File: config.mk
export PLATFORM = sky130hd
export DESIGN_NAME = apb_register_adapter
export DESIGN_NICKNAME = d
export VERILOG_FILES = /design/src/rtl/apb_register_adapter.sv
export SDC_FILE = /design/constraint.sdc
export NUM_CORES = 1
export LEC_CHECK = 0
export BUFFER_PORTS_ARGS = -buffer_cell sky130_fd_sc_hd__buf_2
export CAP_MARGIN = 20
export CELL_PAD_IN_SITES_DETAIL_PLACEMENT = 0
export CELL_PAD_IN_SITES_GLOBAL_PLACEMENT = 1
export CORE_AREA = 2 2 149 151
export DETAILED_ROUTE_END_ITERATION = 8
export DIE_AREA = 0 0 151 153
export PLACE_DENSITY = 0.64
export SLEW_MARGIN = 5
export SYNTH_ARGS = -nofsm -noshare
export SYNTH_HDL_FRONTEND = slang
export SYNTH_SLANG_ARGS = --single-unit
File: constraint.sdc
create_clock -name clk -period 2 [get_ports clk]
set_input_delay 0.4 -clock clk [delete_from_list [all_inputs] [get_ports clk]]
set_output_delay 0.4 -clock clk [all_outputs]
set_load 0.005 [all_outputs]
File: src/rtl/apb_register_adapter.sv
// ============================================================================
// apb_register_adapter
//
// Bridges an APB slave port onto a simple strobed register map. Each APB
// transfer is accepted in the first ACCESS cycle, produces a single one-clock
// write or read strobe for the addressed word, and completes with pready on
// the third ACCESS cycle. This gives two wait states for every transfer.
//
// Read strobes are intended to pop FIFO-style registers. The read data
// returned on prdata is the value the register map presented before the pop.
//
// Ports:
//   clk       in   rising-edge clock
//   reset     in   synchronous, active-low reset
//   psel      in   APB select
//   penable   in   APB access phase
//   pwrite    in   1 = write, 0 = read
//   paddr     in   [ADDR_W]  byte address; word index = paddr[ADDR_W-1:2]
//   pwdata    in   [32]      write data
//   prdata    out  [32]      read data, valid while pready = 1, else 0
//   pready    out            one-clock transfer-complete response
//   pslverr   out            error response for out-of-range word indices
//   write_en  out  [NREGS]   one-hot register write strobe
//   read_en   out  [NREGS]   one-hot register read strobe (FIFO pop)
//   data_in   out  [32]      write data to the register map
//   data_out  in   [NREGS][32] per-register read data from the register map
//
// Configuration macro:
//   APB_REGISTER_ADAPTER_SLVERR_EN  when defined, pslverr = 1 in the response
//                                   cycle of an access with index >= REGS.
//                                   When undefined, pslverr is always 0 and
//                                   such accesses complete silently.
//
// ADDR_W must be >= 2 + $clog2(NREGS).
// ============================================================================
module apb_register_adapter #(
    parameter int REGS   = 5,
    parameter int NREGS  = 2**$clog2(REGS),
    parameter int ADDR_W = 8
) (
    input  logic                   clk,
    input  logic                   reset,
    input  logic                   psel,
    input  logic                   penable,
    input  logic                   pwrite,
    input  logic [ADDR_W-1:0]      paddr,
    input  logic [31:0]            pwdata,
    output logic [31:0]            prdata,
    output logic                   pready,
    output logic                   pslverr,
    output logic [NREGS-1:0]       write_en,
    output logic [NREGS-1:0]       read_en,
    output logic [31:0]            data_in,
    input  logic [NREGS-1:0][31:0] data_out
);

    localparam int IDX_W = ADDR_W - 2;
    localparam int SEL_W = (NREGS > 1) ? $clog2(NREGS) : 1;

    // One extra bit so that REGS == 2**IDX_W does not wrap to zero.
    localparam logic [IDX_W:0] REGS_LIMIT = (IDX_W + 1)'(REGS);

    typedef enum logic [1:0] {
        IDLE,
        STROBE,
        RESP
    } state_t;

    state_t           state;
    logic [IDX_W-1:0] idx_q;
    logic             write_q;

    logic [IDX_W-1:0] req_idx;
    logic             req_in_range;
    logic [NREGS-1:0] req_onehot;
    logic             cur_in_range;
    logic [31:0]      cur_rdata;

    // Byte-lane bits of the address carry no meaning for word registers.
    logic unused_paddr_lsbs;
    assign unused_paddr_lsbs = ^paddr[1:0];

    // Decode of the incoming request (used on the accept edge) and of the
    // captured index (used on the edge leaving STROBE).
    always_comb begin
        // NOTE: every signal gets a default before any conditional assignment,
        // so no path leaves a value unassigned and no latch is inferred.
        req_idx      = paddr[ADDR_W-1:2];
        req_in_range = ({1'b0, req_idx} < REGS_LIMIT);
        req_onehot   = '0;
        if (req_in_range) begin
            req_onehot[req_idx[SEL_W-1:0]] = 1'b1;
        end

        cur_in_range = ({1'b0, idx_q} < REGS_LIMIT);
        cur_rdata    = '0;
        if (cur_in_range) begin
            cur_rdata = data_out[idx_q[SEL_W-1:0]];
        end
    end

    always_ff @(posedge clk) begin
        if (!reset) begin
            state    <= IDLE;
            idx_q    <= '0;
            write_q  <= 1'b0;
            prdata   <= '0;
            pready   <= 1'b0;
            pslverr  <= 1'b0;
            write_en <= '0;
            read_en  <= '0;
            data_in  <= '0;
        end else begin
            // NOTE: non-blocking assignments let the pulse outputs default to
            // zero every cycle; a later assignment in the same block wins, so
            // each strobe and pready stay high for exactly one clock.
            write_en <= '0;
            read_en  <= '0;
            pready   <= 1'b0;
            prdata   <= '0;
            pslverr  <= 1'b0;

            case (state)
                IDLE: begin
                    if (psel && penable) begin
                        state   <= STROBE;
                        idx_q   <= req_idx;
                        write_q <= pwrite;
                        data_in <= pwdata;
                        if (pwrite) begin
                            write_en <= req_onehot;
                        end else begin
                            read_en <= req_onehot;
                        end
                    end
                end

                STROBE: begin
                    // Unconditional: the transfer completes even if psel drops.
                    // data_out is sampled on the same edge the pop takes
                    // effect, so the pre-pop value is captured.
                    state  <= RESP;
                    pready <= 1'b1;
                    prdata <= write_q ? 32'h0 : cur_rdata;
`ifdef APB_REGISTER_ADAPTER_SLVERR_EN
                    pslverr <= !cur_in_range;
`else
                    pslverr <= 1'b0;
`endif
                end

                RESP: begin
                    state <= IDLE;
                end

                default: begin
                    state <= IDLE;
                end
            endcase
        end
    end

endmodule

==> impl_metrics.py, run 1 <==
metrics = {
    "run_status": {
        "outcome": "complete, no violations",
    },
    "sta": {
        "min_period_ps": 1584,
        "rsz0062_at_grt": "no",
        "tightestPinTransition_ps": 516.5,
        "setup_viol": 0,
        "clock_skew_ps": 8.867,
        "relSlewSlack": 0.6555,
        "tns_ps": 0,
        "max_freq_mhz": 631.2,
        "slew_violations": 0,
        "hold_viol_final": 0,
        "finalCritPeriodShare": 0.7921,
    },
    "min_path": {
        "timing.hold.worst.start": "pwdata[30]",
        "hold_path_depth": 3,
        "min-delay-path-class": "input pin to register",
    },
    "critical_path": {
        "cp_num_cells": 4,
        "cp-end-kind": "register",
        "crit_slowest_cell": "mux4_2",
        "path_cells": "buf_12, mux4_2, mux2i_1, nor2_1",
        "r2r-start": "idx_q[0]$_SDFFE_PN0P_",
        "crit_path_start_kind": "register",
        "crit_arrival_ps": 1820,
        "crit_type": "register to register",
        "cp_top_family": "multiplexers",
        "cp-startpoint": "idx_q[0]$_SDFFE_PN0P_",
        "reg2reg_depth": 4,
        "cp_max_fo": 31,
        "worstPathRequired_ps": 2240,
        "max_stage_delay_ps": 560,
        "crit_buf_inv": 1,
    },
    "yosys": {
        "synth_edf_count": 0,
        "synth_area_leaders": "dfxtp_1, mux4_2, mux2i_1, nand2_1, a21boi_0",
        "synth-seq-cells": 90,
        "ys_seq_area_frac": 0.3852,
        "synth.largest_area_cell": "dfxtp_1",
        "synthArstFlopShare": 0,
        "syn_avg_cell_area_um2": 11.75,
        "synth_cell_types": 27,
        "synth_flop_cell": "dfxtp_1",
        "syn-instance-count": 398,
        "synth_area_mm2": 0.004677,
        "yosys_warnings": 0,
        "synth_top_area_share": 0.3852,
    },
    "clock_tree": {
        "clock_latency_ps": 350,
        "numClockSinks": 90,
        "clkTransAtPathRegs_ps": 70,
        "htree_levels": 3,
        "ctsResizeCount": 0,
        "cts_hold_buf": 0,
        "cts_tree": "yes",
        "postCtsSetupBuffers": 0,
        "cts_buffers": 9,
        "root_buffer": "clkbuf_16",
        "clockBufferDepth": 2,
    },
    "floorplanning": {
        "dieArea_mm2": 0.02310,
        "io_pins": 383,
        "start_util": 0.2177,
        "die_h_um": 153,
        "core_area_mm2": 0.02149,
        "chipWidth_um": 151,
        "rows": 54,
    },
    "power_and_ir_drop": {
        "power_switching_share": 0.2479,
        "cellLeakagePower_nw": 3.284,
        "power_frac_comb": 0.182,
        "p_int_mw": 3.511,
        "p_clk_frac": 0.415,
        "pwr_density_cell_mw_per_mm2": 644.5,
        "power_switching_mw": 1.158,
        "peakVddDrop_mv": 0.3904,
        "pwr-share-seq": 0.403,
    },
    "route": {
        "vias": 4608,
        "drtIter0Drc": 173,
        "ant_nets": 0,
        "drcViolationCount": 0,
        "firstDrtPassIters": 4,
        "via_per_inst": 4.364,
        "wl_per_cell_um": 17.88,
        "routed_wl_mm": 18.88,
    },
    "placement": {
        "dp_hpwl_mm": 15.34,
        "numPortBuffers": 379,
        "gp_congestion": 0.8141,
    },
    "global_route": {
        "grt_start_max_net_pins": 34,
        "grt_pass1_wl_mm": 27.14,
        "antenna_found_initial": 4,
        "grt_overflow_total": 0,
        "grt_usage": 0.1573,
        "grt_pass1_vias": 4632,
    },
    "finish": {
        "fin_util": 0.3372,
        "drive_above_1_share": 0.6155,
        "fin_nets": 1071,
        "area_delta_synth_final_pct": 54.90,
    },
    "job": {
        "cap_viol_max_count": 0,
    },
}
==> metal layers <==
metal  global-route usage  share of wire  wire length (µm)  vias to the layer above
li1                     -              -                 -                     2196
met1               0.1803           0.38              7243                     2168
met2               0.2768           0.50              9530                      214
met3              0.05910          0.095              1796                       26
met4              0.03471          0.015               278                        4
met5                    0         0.0014                27                        -
==> final timing paths <==
kind	end	slack, ps
worst max-delay path	prdata[9]$_SDFF_PP0_	420
worst min-delay path	data_in[30]$_SDFFE_PN0P_	290
worst max register to register	prdata[9]$_SDFF_PP0_	420
worst min register to register	write_q$_SDFFE_PN0P_	460
==> Yosys cell counts (2+ instances only) <==
library cell  number
a21boi_0          35
a21boi_1           4
and3b_1            2
buf_12             2
buf_2             20
buf_6              2
buf_8              2
clkbuf_1           9
dfxtp_1           90
mux2i_1           32
mux4_2            64
nand2_1           79
nand2b_1           2
nor2_1            33
nor3_1             8
nor4_1             3
==> cell usage in the layout (no fill, tap or decap), types with 2 or more instances in the layout <==
cell type / synthesis / final
buf_12: 2 / 6
nor2_1: 33 / 33
nor3_1: 8 / 8
dfxtp_4: 0 / 2
buf_4: 1 / 6
conb_1: 1 / 7
bufinv_16: 0 / 2
mux4_2: 64 / 64
nand2b_1: 2 / 2
buf_2: 20 / 379
and3b_1: 2 / 2
clkbuf_16: 0 / 9
a21boi_0: 35 / 35
nor4_1: 3 / 3
nand2_1: 79 / 79
dfxtp_1: 90 / 87
mux2i_1: 32 / 32
a21boi_1: 4 / 4
==> stage by stage <==
stage | total power [mW] | instance area [µm²] | cells | hold slack [ps] | worst slack (ps)
6_report | 4.669 | 7244 | 1056 | 289.6 | 415.8
3_5_place_dp | 2.783 | 6907 | 1039 | 450.3 | 325.9
4_1_cts | 4.786 | 7242 | 1055 | 270.5 | 371.8
3_3_place_gp | 2.775 | 6907 | 1039 | 444.1 | 340.8
5_1_grt | 4.920 | 7244 | 1056 | 268.9 | 239.0
2_1_floorplan | 2.351 | 4700 | 404 | 435.2 | 554.6
==> final cells by class <==
type,instances,area [µm²]
inverter,1,3.754
timing repair buffer,391,2062
clock buffer,10,239.0
clock inverter,6,96.34
multi-input combinational,277,2680
sequential,90,1810
antenna,1,2.502
fill,2278,14240
tap,280,350.3
==> power by group through the flow <==
| stage | combinational (mW) | sequential, mW | clock [mW] |
|---|---|---|---|
| 2_1_floorplan | 0.435 | 1.92 | 0 |
| 4_1_cts | 0.865 | 1.88 | 2.04 |
| 3_5_place_dp | 0.860 | 1.92 | 0 |
| 6_report | 0.849 | 1.88 | 1.94 |
| 5_1_grt | 0.927 | 1.89 | 2.11 |
| 3_3_place_gp | 0.855 | 1.92 | 0 |
==> state kept, by name, indices dropped and copies added, names as in the netlist <==
name,cells
idx_q,6
prdata,32
read_en,8
data_in,32
write_en,8
write_q,1
pready,1
state,2
==> worst reg2reg max path: stages (launching register included) <==
cell     delay (ps)
dfxtp_4         420
buf_12          260
mux4_2          590
mux2i_1         150
nor2_1           50
==> cell families (layout without fill, tap and decap cells) <==
logic type	after synthesis	count (layout)	share of synthesized area
buffers and inverters	37	408	0.05083
flip-flops	90	90	0.3852
multiplexers	96	96	0.3767
other	1	8	0.0008018
AO/OA/AOI/OAI	40	40	0.06367
AND/OR/NAND/NOR	134	134	0.1228
(Power assumes the default switching activity.)
==> inputs of run 2 (changes only) <==
--- a/config.mk
+++ b/config.mk
@@ -5,14 +5,14 @@
 export SDC_FILE = /design/constraint.sdc
 export NUM_CORES = 1
 export LEC_CHECK = 0
+export ABC_AREA = 1
 export BUFFER_PORTS_ARGS = -buffer_cell sky130_fd_sc_hd__buf_2
 export CAP_MARGIN = 20
 export CELL_PAD_IN_SITES_DETAIL_PLACEMENT = 0
 export CELL_PAD_IN_SITES_GLOBAL_PLACEMENT = 1
-export CORE_AREA = 2 2 149 151
+export CORE_UTILIZATION = 27
 export DETAILED_ROUTE_END_ITERATION = 8
-export DIE_AREA = 0 0 151 153
-export PLACE_DENSITY = 0.64
+export PLACE_DENSITY = 0.8
 export SLEW_MARGIN = 5
 export SYNTH_ARGS = -nofsm -noshare
 export SYNTH_HDL_FRONTEND = slang
==> constraint.sdc (replaced) <==
create_clock -name clk -period 1.7 [get_ports clk]
set_input_delay 0.34 -clock clk [delete_from_list [all_inputs] [get_ports clk]]
set_output_delay 0.34 -clock clk [all_outputs]
set_load 0.005 [all_outputs]
==> impl_metrics.py, run 2 <==
metrics = {
    "global_route": {
        "grt_overflow_total": 0,
        "grt_start_max_net_pins": 81,
        "use_met2": 0.3404,
        "grt_pass1_vias": 6675,
        "grt_usage": 0.1965,
        "top_usage_layer": "met2",
        "met3_usage": 0.04669,
        "grt_pass1_wl_mm": 34.22,
        "antenna_found_initial": 3,
        "use_met1": 0.2379,
    },
    "critical_path": {
        "cp_top_family": "simple AND/OR/NAND/NOR gates",
        "crit_buf_inv": 1,
        "crit_end": "prdata[9]$_SDFF_PP0_",
        "cp-end-kind": "register",
        "path_common_cell": "nand2_1",
        "path_cells": "buf_12, nand2_1, nand3_1, nand2_1, nor2_1, nor2_2",
        "r2r_setup_slack_ps": 300,
        "crit_type": "register to register",
        "crit_path_start_kind": "register",
        "worstPathRequired_ps": 1940,
        "cp-startpoint": "idx_q[0]$_SDFFE_PN0P_",
        "crit_arrival_ps": 1640,
        "r2r-start": "idx_q[0]$_SDFFE_PN0P_",
        "reg2reg_depth": 6,
        "max_stage_delay_ps": 400,
        "cp_num_cells": 6,
        "crit_slowest_cell": "dfxtp_4",
        "r2r-end": "prdata[9]$_SDFF_PP0_",
        "cp_max_fo": 80,
    },
    "floorplanning": {
        "chipWidth_um": 150.9,
        "die_h_um": 150.9,
        "start_util": 0.2752,
        "core_area_mm2": 0.02176,
        "io_pins": 383,
        "dieArea_mm2": 0.02277,
        "rows": 54,
    },
    "route": {
        "wl_per_cell_um": 13.34,
        "drtIter0Drc": 229,
        "ant_nets": 0,
        "firstDrtPassIters": 4,
        "vias": 7264,
        "via_per_inst": 4.245,
        "routed_wl_mm": 22.83,
        "drcViolationCount": 0,
    },
    "clock_tree": {
        "ctsResizeCount": 0,
        "cts_buffers": 9,
        "htree_levels": 3,
        "cts_hold_buf": 0,
        "numClockSinks": 90,
        "postCtsSetupBuffers": 0,
        "clock_latency_ps": 360,
        "clkTransAtPathRegs_ps": 80,
        "clockBufferDepth": 2,
        "cts_tree": "yes",
        "root_buffer": "clkbuf_16",
    },
    "power_and_ir_drop": {
        "pwr_density_cell_mw_per_mm2": 692.4,
        "cellLeakagePower_nw": 5.183,
        "peakVddDrop_mv": 0.4404,
    },
    "finish": {
        "fin_nets": 1724,
        "reg_top3": "data_in x32, prdata x32",
        "design_area_mm2": 0.008444,
        "area_delta_synth_final_pct": 41.04,
        "final_cell_mix": "buf_2, nand2_1, inv_1",
        "final_common_cell": "buf_2",
        "drive_above_1_share": 0.3109,
    },
    "yosys": {
        "synthMostInstantiatedCell": "nand2_1",
        "synth_cell_types": 25,
        "synth_top_area_share": 0.3009,
        "synth_flop_cell": "dfxtp_1",
        "ys_seq_area_frac": 0.3009,
        "syn-instance-count": 1072,
        "yosys_warnings": 0,
        "synthTopCellsByCount": "nand2_1, inv_1, nor2_1, nand3_1, dfxtp_1",
        "synth_area_mm2": 0.005987,
        "synth-seq-cells": 90,
        "synth_edf_count": 0,
        "syn_avg_cell_area_um2": 5.585,
        "synth.largest_area_cell": "dfxtp_1",
        "synthArstFlopShare": 0,
        "synth_area_leaders": "dfxtp_1, nand2_1, inv_1, nand3_1, nor2_1",
    },
    "sta": {
        "finalCritPeriodShare": 0.8237,
        "hold_viol_final": 0,
        "setup_ws_ps": 299.6,
        "setup_viol": 0,
        "tns_ps": 0,
        "relSlewSlack": 0.6619,
        "min_period_ps": 1400,
        "tightestPinTransition_ps": 503.3,
        "max_freq_mhz": 714.1,
        "rsz0062_at_grt": "no",
        "clock_skew_ps": 10.62,
        "slew_violations": 0,
        "whs_ps": 229.4,
    },
    "min_path": {
        "min-delay-path-class": "input pin to register",
    },
    "placement": {
        "pre_cts_slack_ps": 289.8,
        "numPortBuffers": 379,
        "dpl_cell_area_mm2": 0.008135,
        "gp_congestion": 0.8408,
        "dp_hpwl_mm": 17.48,
    },
    "run_status": {
        "outcome": "complete, no violations",
    },
    "job": {
        "cap_viol_max_count": 0,
    },
}
## run 2: cell types whose count changed in the layout (fill, tap and decap cells not counted), moves of 56 or more
cell	delta
nor2_1	+131
nand2_1	+211
o21ai_0	+56
nand3_1	+143
mux4_2	-64
inv_1	+225
## run 2: power breakdown
part	internal (mW)	leakage (nW)	switching [mW]	total (mW)
clock	1.06	0.149	1.04	2.10
sequential	2.19	0.737	0.0430	2.24
combinational	0.657	4.30	0.854	1.51
total	3.91	5.18	1.94	5.85
## run 2: routing by layer
layer	routed length, µm	part of all wire
met1	9869	0.43
met2	10770	0.47
met3	1839	0.081
met4	353	0.015
met5	0	0
## run 2: logic make-up after synthesis
| family | synth area share |
|---|---|
| buf+inv | 0.2073 |
| compound gates | 0.04932 |
| simple gates | 0.4418 |
| other cells | 0.0006264 |
| flops | 0.3009 |
## run 2: how the worst min path moves through the flow
stage / start / cells past startpoint / slack [ps] / end
final: pwdata[16] / 3 / 230 / data_in[16]$_SDFFE_PN0P_
after global routing: pwdata[2] / 3 / 230 / data_in[2]$_SDFFE_PN0P_
after detailed placement: write_q$_SDFFE_PN0P_ / 2 / 470 / write_q$_SDFFE_PN0P_
after floorplan: state[1]$_SDFFE_PN0P_ / 1 / 450 / state[1]$_SDFFE_PN0P_
after CTS: pwdata[16] / 3 / 210 / data_in[16]$_SDFFE_PN0P_
after global placement: data_in[27]$_SDFFE_PN0P_ / 2 / 460 / data_in[27]$_SDFFE_PN0P_
## run 2: per-stage QoR
stage	utilization	cells	power, mW
floorplan	-	1078	3.149
global route	0.3881	1711	6.245
detailed placement	0.3739	1692	3.821
finish	0.3881	1711	5.847
global placement	0.3739	1692	3.818
CTS	0.3878	1708	5.976
## run 2: final cells by class
cell class | count | area, µm²
Tap cell | 280 | 350.3
Fill cell | 2533 | 13310
Sequential cell | 90 | 1808
Clock buffer | 9 | 225.2
Antenna cell | 3 | 7.507
Clock inverter | 7 | 76.32
Multi-Input combinational cell | 695 | 2967
Timing Repair Buffer | 397 | 2145
Inverter | 230 | 865.8
## run 2: worst reg2reg max path: stages (launching register included)
cell and delay, ps:
dfxtp_4 400, buf_12 270, nand2_1 190, nand3_1 90
nand2_1 70, nor2_1 200, nor2_2 60
==> inputs of run 3 (changes only) <==
==> constraint.sdc (replaced) <==
create_clock -name clk -period 1.3 [get_ports clk]
set_input_delay 0.26 -clock clk [delete_from_list [all_inputs] [get_ports clk]]
set_output_delay 0.26 -clock clk [all_outputs]
set_load 0.005 [all_outputs]
==> impl_metrics.py, run 3 (synthesized netlist as in run 2, its figures left out) <==
metrics = {
    "global_route": {
        "use_met1": 0.2549,
        "grt_pass1_vias": 7140,
        "grt_start_max_net_pins": 43,
        "grt_usage": 0.2123,
        "use_met2": 0.3697,
        "grt_overflow_total": 0,
        "met3_usage": 0.05060,
        "antenna_found_initial": 3,
        "grt_pass1_wl_mm": 36.74,
        "top_usage_layer": "met2",
    },
    "sta": {
        "hold_viol_final": 0,
        "rsz0062_at_grt": "yes",
        "slew_violations": 0,
        "max_freq_mhz": 765.2,
        "tns_ps": -11.40,
        "setup_viol": 3,
        "min_period_ps": 1307,
        "setup_ws_ps": -6.904,
        "clock_skew_ps": 11.19,
        "finalCritPeriodShare": 1.005,
    },
    "critical_path": {
        "crit_slowest_cell": "dfxtp_4",
        "cp_top_family": "buffers and inverters",
        "path_cells": "inv_8, buf_4, buf_16, nand2_1, nand3_1, nand3_1, nand2_1, nor2_1",
        "max_stage_delay_ps": 410,
        "r2r-end": "prdata[28]$_SDFF_PP0_",
        "crit_buf_inv": 3,
        "crit_type": "register to register",
        "reg2reg_depth": 8,
        "crit_arrival_ps": 1560,
        "cp_max_fo": 24,
        "r2r-start": "idx_q[0]$_SDFFE_PN0P_",
        "worstPathRequired_ps": 1550,
        "crit_path_start_kind": "register",
        "r2r_setup_slack_ps": -7,
        "cp_num_cells": 8,
        "cp-end-kind": "register",
    },
    "clock_tree": {
        "numClockSinks": 90,
        "clkTransAtPathRegs_ps": 80,
        "cts_buffers": 9,
        "cts_tree": "yes",
        "clockBufferDepth": 2,
        "clock_latency_ps": 360,
        "htree_levels": 3,
        "root_buffer": "clkbuf_16",
    },
    "min_path": {
        "timing.hold.worst.start": "pwdata[4]",
        "whs_endpoint": "data_in[4]$_SDFFE_PN0P_",
        "hold_path_depth": 3,
        "min-delay-path-class": "input pin to register",
    },
    "finish": {
        "final_cell_mix": "buf_2, nand2_1, inv_1",
        "fin_nets": 1771,
        "final_common_cell": "buf_2",
        "reg_top3": "data_in x32, prdata x32",
        "drive_above_1_share": 0.3668,
        "fin_util": 0.4291,
        "area_delta_synth_final_pct": 55.95,
    },
    "floorplanning": {
        "rows": 54,
        "io_pins": 383,
        "dieArea_mm2": 0.02277,
        "chipWidth_um": 150.9,
        "die_h_um": 150.9,
        "core_area_mm2": 0.02176,
        "start_util": 0.2752,
    },
    "route": {
        "wl_per_cell_um": 14.32,
        "drcViolationCount": 0,
        "vias": 7624,
        "routed_wl_mm": 25.17,
        "via_per_inst": 4.337,
        "firstDrtPassIters": 5,
        "drtIter0Drc": 250,
        "ant_nets": 0,
    },
    "power_and_ir_drop": {
        "p_total_mw": 8.067,
        "pwr_density_cell_mw_per_mm2": 864.0,
        "cellLeakagePower_nw": 5.575,
        "peakVddDrop_mv": 0.5676,
    },
    "placement": {
        "numPortBuffers": 379,
        "gp_congestion": 0.8594,
        "dp_hpwl_mm": 18.30,
        "pre_cts_slack_ps": -215.3,
    },
    "run_status": {
        "violations": "setup timing",
        "outcome": "complete, but fails checks",
    },
    "job": {
        "cap_viol_max_count": 0,
    },
}
[run 3: tightest hold or removal path, cell delays in order]
cell and delay [ps]:
buf_2 70, o21ai_1 50, nor2_1 70
[run 3: timing repair]
| action | 4_1_cts | 5_1_grt |
|---|---|---|
| pin swaps | 9 | 20 |
| setup endpoints to repair | 16 | 68 |
| setup buffers | 7 | 1 |
| hold buffers | 0 | 0 |
| gates resized for setup | 37 | 46 |
| gates cloned | 6 | 5 |
[run 3: how the worst max path moves through the flow]
stage | from | to | slack, ps
2_1_floorplan | idx_q[0]$_SDFFE_PN0P_ | prdata[19]$_SDFF_PP0_ | 180
3_3_place_gp | idx_q[0]$_SDFFE_PN0P_ | prdata[16]$_SDFF_PP0_ | -220
3_5_place_dp | idx_q[0]$_SDFFE_PN0P_ | prdata[16]$_SDFF_PP0_ | -220
4_1_cts | idx_q[0]$_SDFFE_PN0P_ | prdata[16]$_SDFF_PP0_ | -30
5_1_grt | idx_q[0]$_SDFFE_PN0P_ | prdata[3]$_SDFF_PP0_ | -100
6_report | idx_q[0]$_SDFFE_PN0P_ | prdata[28]$_SDFF_PP0_ | -7
[run 3: metrics by stage]
step | hold slack [ps] | cell area (µm²) | std cells
6_report | 133.0 | 9336 | 1758
5_1_grt | 154.6 | 9336 | 1758
4_1_cts | 131.8 | 9080 | 1749
3_5_place_dp | 468.4 | 8408 | 1720
3_3_place_gp | 460.1 | 8408 | 1720
2_1_floorplan | 406.8 | 6010 | 1078
[run 3: final cells by class]
| cell class | instances | area (µm²) |
|---|---|---|
| antenna | 3 | 7.507 |
| clock buffer | 9 | 225.2 |
| clock inverter | 7 | 78.83 |
| fill | 2427 | 12420 |
| inverter | 230 | 875.8 |
| multi-input combinational | 695 | 3133 |
| sequential | 90 | 1809 |
| tap | 280 | 350.3 |
| timing repair buffer | 444 | 2856 |
[run 3: power by group]
group	total (mW)	switching (mW)	internal, mW
Clock	2.73	1.36	1.37
Sequential	2.93	0.0630	2.87
Combinational	2.41	1.26	1.14
[run 3: routing by layer]
| layer | share of wire | vias up |
|---|---|---|
| li1 | - | 3956 |
| met1 | 0.42 | 3338 |
| met2 | 0.48 | 304 |
| met3 | 0.081 | 26 |
| met4 | 0.018 | 0 |
| met5 | 0 | - |
